### config.mk
export PLATFORM = sky130hd
export DESIGN_NAME = muldiv_unit
export DESIGN_NICKNAME = d
export VERILOG_FILES = /design/src/rtl/muldiv_pkg.sv /design/src/rtl/muldiv_unit_div_step.sv /design/src/rtl/muldiv_unit.sv
export SDC_FILE = /design/constraint.sdc
export NUM_CORES = 1
export LEC_CHECK = 0
export CAP_MARGIN = 0
export CORE_MARGIN = 2
export CORE_UTILIZATION = 41
export DETAILED_ROUTE_END_ITERATION = 12
export GPL_TIMING_DRIVEN = 0
export HOLD_SLACK_MARGIN = 0.02
export PLACE_DENSITY_LB_ADDON = 0.3
export REMOVE_ABC_BUFFERS = 1
export SLEW_MARGIN = 20
export SYNTH_ARGS = -nofsm -noshare
export SYNTH_HDL_FRONTEND = slang
export SYNTH_SLANG_ARGS = --single-unit
### constraint.sdc
create_clock -name clk -period 7.3 [get_ports clk]
set_clock_uncertainty 0.05 [all_clocks]
set_input_delay 2.19 -clock clk [delete_from_list [all_inputs] [get_ports clk]]
set_output_delay 2.19 -clock clk [all_outputs]
set_load 0.05 [all_outputs]
### src/rtl/muldiv_pkg.sv
// Shared op encodings, FSM states and counter sizing for the muldiv unit.
// The DIV state exists only when MULDIV_DIV_EN is defined.
package muldiv_pkg;

  typedef enum logic [1:0] {
    OP_MULTU = 2'b00,
    OP_DIVU  = 2'b01,
    OP_MTHI  = 2'b10,
    OP_MTLO  = 2'b11
  } op_e;

`ifdef MULDIV_DIV_EN
  typedef enum logic [1:0] {
    ST_IDLE,
    ST_MUL,
    ST_DIV,
    ST_FIN
  } state_e;
`else
  typedef enum logic [1:0] {
    ST_IDLE,
    ST_MUL,
    ST_FIN
  } state_e;
`endif

  function automatic int cnt_width(input int width);
    return $clog2(width) + 1;
  endfunction

endpackage

### src/rtl/muldiv_unit_div_step.sv
// One combinational restoring-division step: shift in the next dividend bit,
// compare against the divisor, subtract when it fits.
module div_step #(
  parameter int WIDTH = 32
) (
  input  logic [WIDTH-1:0] rem_i,
  input  logic             bit_i,
  input  logic [WIDTH-1:0] div_i,
  output logic [WIDTH-1:0] rem_o,
  output logic             q_o
);

  logic [WIDTH:0] shifted;

  always_comb begin
    shifted = {rem_i, bit_i};
    q_o     = (shifted >= {1'b0, div_i});
    // Remainder after subtraction is always below the divisor, so it fits WIDTH bits.
    rem_o   = q_o ? WIDTH'(shifted - {1'b0, div_i}) : shifted[WIDTH-1:0];
  end

endmodule

### src/rtl/muldiv_unit.sv
// Iterative unsigned multiply/divide unit with HI/LO registers.
// Define MULDIV_DIV_EN to build the restoring divider; otherwise DIVU only pulses done.
module muldiv_unit
  import muldiv_pkg::*;
#(
  parameter int WIDTH = 32
) (
  input  logic             clk,
  input  logic             rst_n,
  input  logic             start,
  input  logic [1:0]       op,
  input  logic [WIDTH-1:0] a,
  input  logic [WIDTH-1:0] b,
  output logic             busy,
  output logic             done,
  output logic [WIDTH-1:0] hi,
  output logic [WIDTH-1:0] lo,
  output logic             div_by_zero
);

  localparam int CNT_W = cnt_width(WIDTH);
  localparam logic [CNT_W-1:0] LAST = CNT_W'(WIDTH - 1);

  state_e               state_q, state_d;
  logic [CNT_W-1:0]     cnt_q, cnt_d;
  // acc holds the product in MUL, and {remainder, dividend/quotient} in DIV.
  logic [2*WIDTH-1:0]   acc_q, acc_d;
  logic [2*WIDTH-1:0]   mcand_q, mcand_d;
  logic [WIDTH-1:0]     mplr_q, mplr_d;
  logic [WIDTH-1:0]     hi_q, hi_d, lo_q, lo_d;
  logic                 busy_q, busy_d, done_q, done_d, dbz_q, dbz_d;
  logic [2*WIDTH-1:0]   mul_sum;

  assign mul_sum = acc_q + (mplr_q[0] ? mcand_q : '0);

`ifdef MULDIV_DIV_EN
  logic [WIDTH-1:0]   rem_nxt;
  logic               qbit;
  logic [2*WIDTH-1:0] div_acc;

  div_step #(.WIDTH(WIDTH)) u_div_step (
    .rem_i (acc_q[2*WIDTH-1:WIDTH]),
    .bit_i (acc_q[WIDTH-1]),
    .div_i (mplr_q),
    .rem_o (rem_nxt),
    .q_o   (qbit)
  );

  assign div_acc = {rem_nxt, acc_q[WIDTH-2:0], qbit};
`endif

  always_comb begin
    state_d = state_q;
    cnt_d   = cnt_q;
    acc_d   = acc_q;
    mcand_d = mcand_q;
    mplr_d  = mplr_q;
    hi_d    = hi_q;
    lo_d    = lo_q;
    dbz_d   = 1'b0;
    case (state_q)
      ST_IDLE, ST_FIN: begin
        state_d = ST_IDLE;
        if (start) begin
          cnt_d = '0;
          case (op)
            OP_MULTU: begin
              state_d = ST_MUL;
              acc_d   = '0;
              mcand_d = {{WIDTH{1'b0}}, a};
              mplr_d  = b;
            end
            OP_DIVU: begin
`ifdef MULDIV_DIV_EN
              state_d = ST_DIV;
              acc_d   = {{WIDTH{1'b0}}, a};
              mplr_d  = b;
`else
              state_d = ST_FIN;
`endif
            end
            OP_MTHI: begin
              state_d = ST_FIN;
              hi_d    = a;
            end
            default: begin
              state_d = ST_FIN;
              lo_d    = a;
            end
          endcase
        end
      end
      ST_MUL: begin
        acc_d   = mul_sum;
        mcand_d = mcand_q << 1;
        mplr_d  = mplr_q >> 1;
        cnt_d   = cnt_q + 1'b1;
        if (cnt_q == LAST) begin
          state_d      = ST_FIN;
          {hi_d, lo_d} = mul_sum;
        end
      end
`ifdef MULDIV_DIV_EN
      ST_DIV: begin
        acc_d = div_acc;
        cnt_d = cnt_q + 1'b1;
        if (cnt_q == LAST) begin
          state_d      = ST_FIN;
          {hi_d, lo_d} = div_acc;
          dbz_d        = (mplr_q == '0);
        end
      end
`endif
      default: state_d = ST_IDLE;
    endcase
`ifdef MULDIV_DIV_EN
    busy_d = (state_d == ST_MUL) || (state_d == ST_DIV);
`else
    busy_d = (state_d == ST_MUL);
`endif
    done_d = (state_d == ST_FIN);
  end

  always_ff @(posedge clk or negedge rst_n) begin
    if (!rst_n) begin
      state_q <= ST_IDLE;
      cnt_q   <= '0;
      acc_q   <= '0;
      mcand_q <= '0;
      mplr_q  <= '0;
      hi_q    <= '0;
      lo_q    <= '0;
      busy_q  <= 1'b0;
      done_q  <= 1'b0;
      dbz_q   <= 1'b0;
    end else begin
      state_q <= state_d;
      cnt_q   <= cnt_d;
      acc_q   <= acc_d;
      mcand_q <= mcand_d;
      mplr_q  <= mplr_d;
      hi_q    <= hi_d;
      lo_q    <= lo_d;
      busy_q  <= busy_d;
      done_q  <= done_d;
      dbz_q   <= dbz_d;
    end
  end

  assign busy        = busy_q;
  assign done        = done_q;
  assign hi          = hi_q;
  assign lo          = lo_q;
  assign div_by_zero = dbz_q;

endmodule
==> impl_metrics.tcl, run 1 <==
set metrics [dict create \
    vias_per_cell 5.51 \
    insertion_delay_ps 550 \
    ctsHoldBuffers 0 \
    diodes 0 \
    setup.worst_path.end "hi[24]" \
    drive_gt1_share_pct 6.61 \
    power_density_nw_per_um2 445 \
    cpPeakStageDelay_ps 710 \
    fin_crit_ps 5010 \
    final_common_cell "nand2_1" \
    synthDistinctLibCells 83 \
    synth-edff-count 0 \
    area_delta_synth_final_pct 20.3 \
    path_class "flop to flop" \
    grt_pass1_vias 11900 \
    final_nets 1882 \
    synth_seq_area_share_pct 42.1 \
    cp-start-kind "flop" \
    layout_setup_ws_ps 2290 \
    wl_per_cell_um 17.3 \
    synth_area_um2 13900 \
    crit_slowest_cell "dfrtp_2" \
    synthFlopType "dfrtp_1" \
    die_area_um2 35400 \
    antenna_found_initial 0 \
    async_flop_share_pct 100 \
    hp-start "acc_q[53]" \
    max-clock-path-buffers 3 \
    ctsResizeCount 0 \
    synth_cells 1669 \
    grt_pass1_wl_um 63600 \
    power_mw 7.44 \
    dpl.hpwl_um 27700 \
    worstPathMaxFanout 35 \
    grt_start_max_net_pins 98 \
    crit_path_cell_trace "buf_12 > and2_1 > ha_1 > inv_1 > fa_1 > nand2b_1 > a211oi_2 > o2111ai_1 > a21oi_1 > o21ai_1 > o41ai_2 > a21oi_1 > o21ai_1 > xor2_1 > o221a_2" \
    r2r_setup_slack_ps 2290 \
    hold_ws_ps 432 \
    cp-end-kind "flop" \
    peakVddDrop_mv 0.231 \
    gp_congestion 0.891 \
    hold_viol_final 0 \
    start_util_pct 41.5 \
    p_leak_nw 7.57 \
    synth_warnings 0 \
    max_clock_freq_mhz 200 \
    drtIter0Drc 729 \
    slew_viol_final 0 \
    run_status "finished clean" \
    dpl.cell_count 2165 \
    cts_setup_buffers 0 \
    ant_nets 0 \
    firstDrtPassIters 5 \
    crit_required_ps 7730 \
    crit_start "mplr_q[0]" \
    yosysTopAreaCellShare_pct 42.1 \
    layout.cells.non_filler 2217 \
    ios 136 \
    grt.total_usage_pct 21.8 \
    r2r-end "hi[24]" \
    finish.utilization_pct 50.0 \
    placed_area_um2 15800 \
    synthTopCellsByArea "dfrtp_1 42%, nand2_1 11%, ha_1 5.8%, a31oi_1 5.1%, nor2_1 3.9%" \
    core_um2 33400 \
    port_buffers 134 \
    clk_pin_slew_worst_paths_ps 60 \
    syn_area_per_cell_um2 8.33 \
    worstMarginPinSlew_ps 844 \
    finalSetupTns_ps 0 \
    place_ws_ps 2190 \
    worstRegToRegCells 15 \
    chipHeight_um 188 \
    setup_viol 0 \
    ys_ff_latch 234 \
    yosysTopAreaCell "dfrtp_1" \
    holdCritPathClass "flop to flop" \
    design_area_um2 16700 \
    clock_sinks 234 \
    drc 0 \
    rsz0062_at_grt "no" \
    overflow 0 \
    die_w_um 188 \
    layout_common_cells "419 x nand2_1, 233 x dfrtp_1, 144 x nor2_1" \
    slew_headroom_pct 43.5 \
    wirelength_um 38500 \
    worst_ep_arrival_time_ps 5440 \
    vias 12200 \
    htree_levels 1 \
    cts_tree "built" \
    cts-root-buf "clkbuf_16" \
    maxCapViolations 0 \
    r2r_start "mplr_q[0]" \
    fin_crit_sh_pct 68.6 \
    cts_made_buffers 29 \
    rows 67 \
]
## metal layers
| metal | wire length [µm] | global-route usage [%] |
|---|---|---|
| met5 | 0 | 0 |
| met4 | 789 | 4.88 |
| met3 | 1670 | 2.62 |
| met2 | 18200 | 36.8 |
| met1 | 17800 | 30.0 |
## worst max-delay path, delay by kind of cell (launching register included)
family,cells,cell delay (ps)
simple gates,2,380
flops,1,710
compound gates,8,2600
buf+inv,2,330
fa+ha+maj,2,600
xor+xnor,1,240
## how the worst min path moves through the flow
stage                     cells past startpoint        end
after floorplan                               2  acc_q[53]
after global placement                        2  acc_q[38]
after detailed placement                      2  acc_q[53]
after CTS                                     2  acc_q[53]
after global routing                          1      lo[7]
final                                         2  acc_q[53]
## sequential cells by signal, summed over array words and instances, names as in the netlist
signal   cells
acc_q       64
mcand_q     64
hi          32
lo          32
mplr_q      32
cnt_q        6
state_q      2
busy         1
done         1
## report_power, final
group	total, mW	leakage, nW	internal [mW]	switching (mW)
clock network	1.43	0.469	0.878	0.551
logic	3.83	4.28	1.45	2.38
registers	2.18	2.82	1.83	0.356
## cell usage after synthesis (6+ instances only)
cell type  instances
o211ai_1           7
nand4_1           22
ha_1              64
o31ai_1            7
a211oi_1           7
o21a_1             7
nor2_1           145
nand2_1          421
buf_1              9
nor3_1            20
clkbuf_1          79
a31oi_1          113
dfrtp_1          234
inv_1             14
buf_2             11
o22ai_1            9
o21bai_1          10
a21o_1            39
nand3_1           27
a21oi_1           92
xnor2_1           25
o21ai_1            6
and2_1            66
o21ai_0           83
nor2b_1           10
nand2b_1           8
xor2_1            30
mux2i_1            8
## cells by family after synthesis
group / share of synthesized area, %
fa+ha+maj: 5.91
flops: 42.1
xor+xnor: 3.63
simple gates: 23.0
mux: 0.819
compound gates: 20.4
buf+inv: 4.15
other cells: 0.0270
## layout make-up
type,instances,area (µm²)
repair buffers,160,1770
fillers,3203,16700
clock buffers,45,866
flip-flops and latches,234,5860
inverters,14,52.6
well taps,448,561
clock inverters,7,91.3
multi-input cells,1309,7520
(Power assumes the default switching activity.)
==> run 2, diff against run 1 <==
clock period = 4.5 ns   (was 7.3 ns; I/O delays follow)
==> impl_metrics.tcl, run 2 (synthesis gave the netlist of run 1 again) <==
set metrics [dict create \
    path_class "flop to flop" \
    slew_headroom_pct 43.7 \
    cpPeakStageDelay_ps 550 \
    core_um2 33400 \
    worst_ep_arrival_time_ps 4780 \
    pwr-share-comb_pct 51.8 \
    area_delta_synth_final_pct 20.9 \
    crit_family "compound AO/OA/AOI/OAI gates" \
    power_frac_clock_pct 19.2 \
    reg_top3 "acc_q x64, mcand_q x64" \
    cts-root-buf "clkbuf_16" \
    maxCapViolations 0 \
    cp-end-kind "flop" \
    rsz0062_at_grt "no" \
    ios 136 \
    cts_made_buffers 29 \
    crit_path_cell_trace "buf_12 > and2_1 > ha_1 > inv_1 > fa_1 > nand2b_1 > a211oi_4 > o2111ai_1 > a21oi_2 > o21ai_2 > o41ai_4 > a21oi_1 > o21ai_1 > xor2_1 > o221a_2" \
    slew_viol_final 0 \
    layout_setup_ws_ps 148 \
    crit_slowest_cell "dfrtp_4" \
    layout_common_cells "419 x nand2_1, 233 x dfrtp_1, 144 x nor2_1" \
    power_mw 12.1 \
    swShare_pct 44.2 \
    drtIter0Drc 762 \
    drive_gt1_share_pct 7.00 \
    max_clock_freq_mhz 230 \
    ant_nets 0 \
    chipHeight_um 188 \
    worstPathMaxFanout 35 \
    fin_crit_sh_pct 96.7 \
    power_density_nw_per_um2 722 \
    hold_viol_final 0 \
    rows 67 \
    p_leak_nw 7.62 \
    power.net_switching_mw 5.36 \
    start_util_pct 41.5 \
    final_common_cell "nand2_1" \
    final_nets 1885 \
    clock_sinks 234 \
    grt_pass1_vias 12000 \
    grt_start_max_net_pins 98 \
    setup_viol 0 \
    holdCritPathClass "flop to flop" \
    internal-power_mw 6.77 \
    ctsHoldBuffers 0 \
    port_buffers 134 \
    wl_per_cell_um 17.4 \
    overflow 0 \
    htree_levels 1 \
    cts_tree "built" \
    crit_required_ps 4930 \
    fin_crit_ps 4350 \
    drc 0 \
    r2r_setup_slack_ps 150 \
    seq_power_share_pct 29.1 \
    vias 12200 \
    die_w_um 188 \
    worstMarginPinSlew_ps 840 \
    firstDrtPassIters 7 \
    max-clock-path-buffers 3 \
    wirelength_um 38600 \
    dpl.hpwl_um 27700 \
    place_ws_ps -381 \
    antenna_found_initial 0 \
    insertion_delay_ps 550 \
    clk_pin_slew_worst_paths_ps 60 \
    grt_pass1_wl_um 63800 \
    gp_congestion 0.891 \
    vias_per_cell 5.51 \
    grt.total_usage_pct 21.9 \
    run_status "finished clean" \
    die_area_um2 35400 \
    diodes 0 \
    cp-start-kind "flop" \
    finalSetupTns_ps 0 \
    peakVddDrop_mv 0.374 \
    worst-path-buf-inv 2 \
]
[run 2: cell types whose count changed in the layout (fill, tap and decap cells not counted), sizes merged]
| cell | previous run | this run |
|---|---|---|
| buf | 27 | 30 |
[run 2: final timing paths]
kind	cells past startpoint	to	start
setup / recovery	15	hi[24]	mplr_q[0]
hold / removal	2	acc_q[53]	acc_q[53]
setup reg to reg	15	hi[24]	mplr_q[0]
hold reg to reg	2	acc_q[53]	acc_q[53]
min in group asynchronous	1	lo[2]	rst_n
max in group asynchronous	2	mcand_q[58]	rst_n
[run 2: layer usage]
layer | share of wire, % | track usage (%) | up-vias
li1 | - | - | 5938
met1 | 46 | 29.9 | 5913
met2 | 47 | 36.9 | 323
met3 | 4.9 | 2.96 | 53
met4 | 2.1 | 5.12 | 0
met5 | 0 | 0 | -
[run 2: area by class of cell]
class	count	area (µm²)
Clock buffer	45	866
Clock inverter	7	91.3
Fill cell	3193	16600
Inverter	14	52.6
Multi-Input combinational cell	1309	7570
Sequential cell	234	5860
Tap cell	448	561
Timing Repair Buffer	163	1800
[run 2: timing repair]
item	in CTS	in global routing
gates resized for setup	4	5
buffers inserted	1	2
hold endpoints to repair	0	0
endpoints found under the setup margin	8	6
pin swaps	0	3
[run 2: per-stage QoR]
| step | hold WS (ps) | cell area, µm² | cells | utilization [%] |
|---|---|---|---|---|
| CTS | 435 | 16800 | 2218 | 50.1 |
| detailed placement | 420 | 15800 | 2165 | 47.1 |
| floorplan | 402 | 13400 | 1557 | - |
| finish | 431 | 16800 | 2220 | 50.2 |
| global placement | 416 | 15300 | 2139 | 45.7 |
| global route | 456 | 16800 | 2220 | 50.2 |
[run 2: power by group through the flow]
stage	sequential [mW]	combinational [mW]	clock, mW
4_1_cts	3.53	6.25	2.37
6_report	3.53	6.28	2.32
5_1_grt	3.65	6.90	2.47
3_5_place_dp	3.57	6.16	0
3_3_place_gp	3.60	6.03	0
2_1_floorplan	4.20	3.77	0
[run 2: worst register-to-register path, delay by kind of cell, from the launching register on]
kind,cells,cell delay [ps]
compound gates,8,2110
buf+inv,2,310
flops,1,550
simple gates,2,410
xor+xnor,1,240
fa+ha+maj,2,610
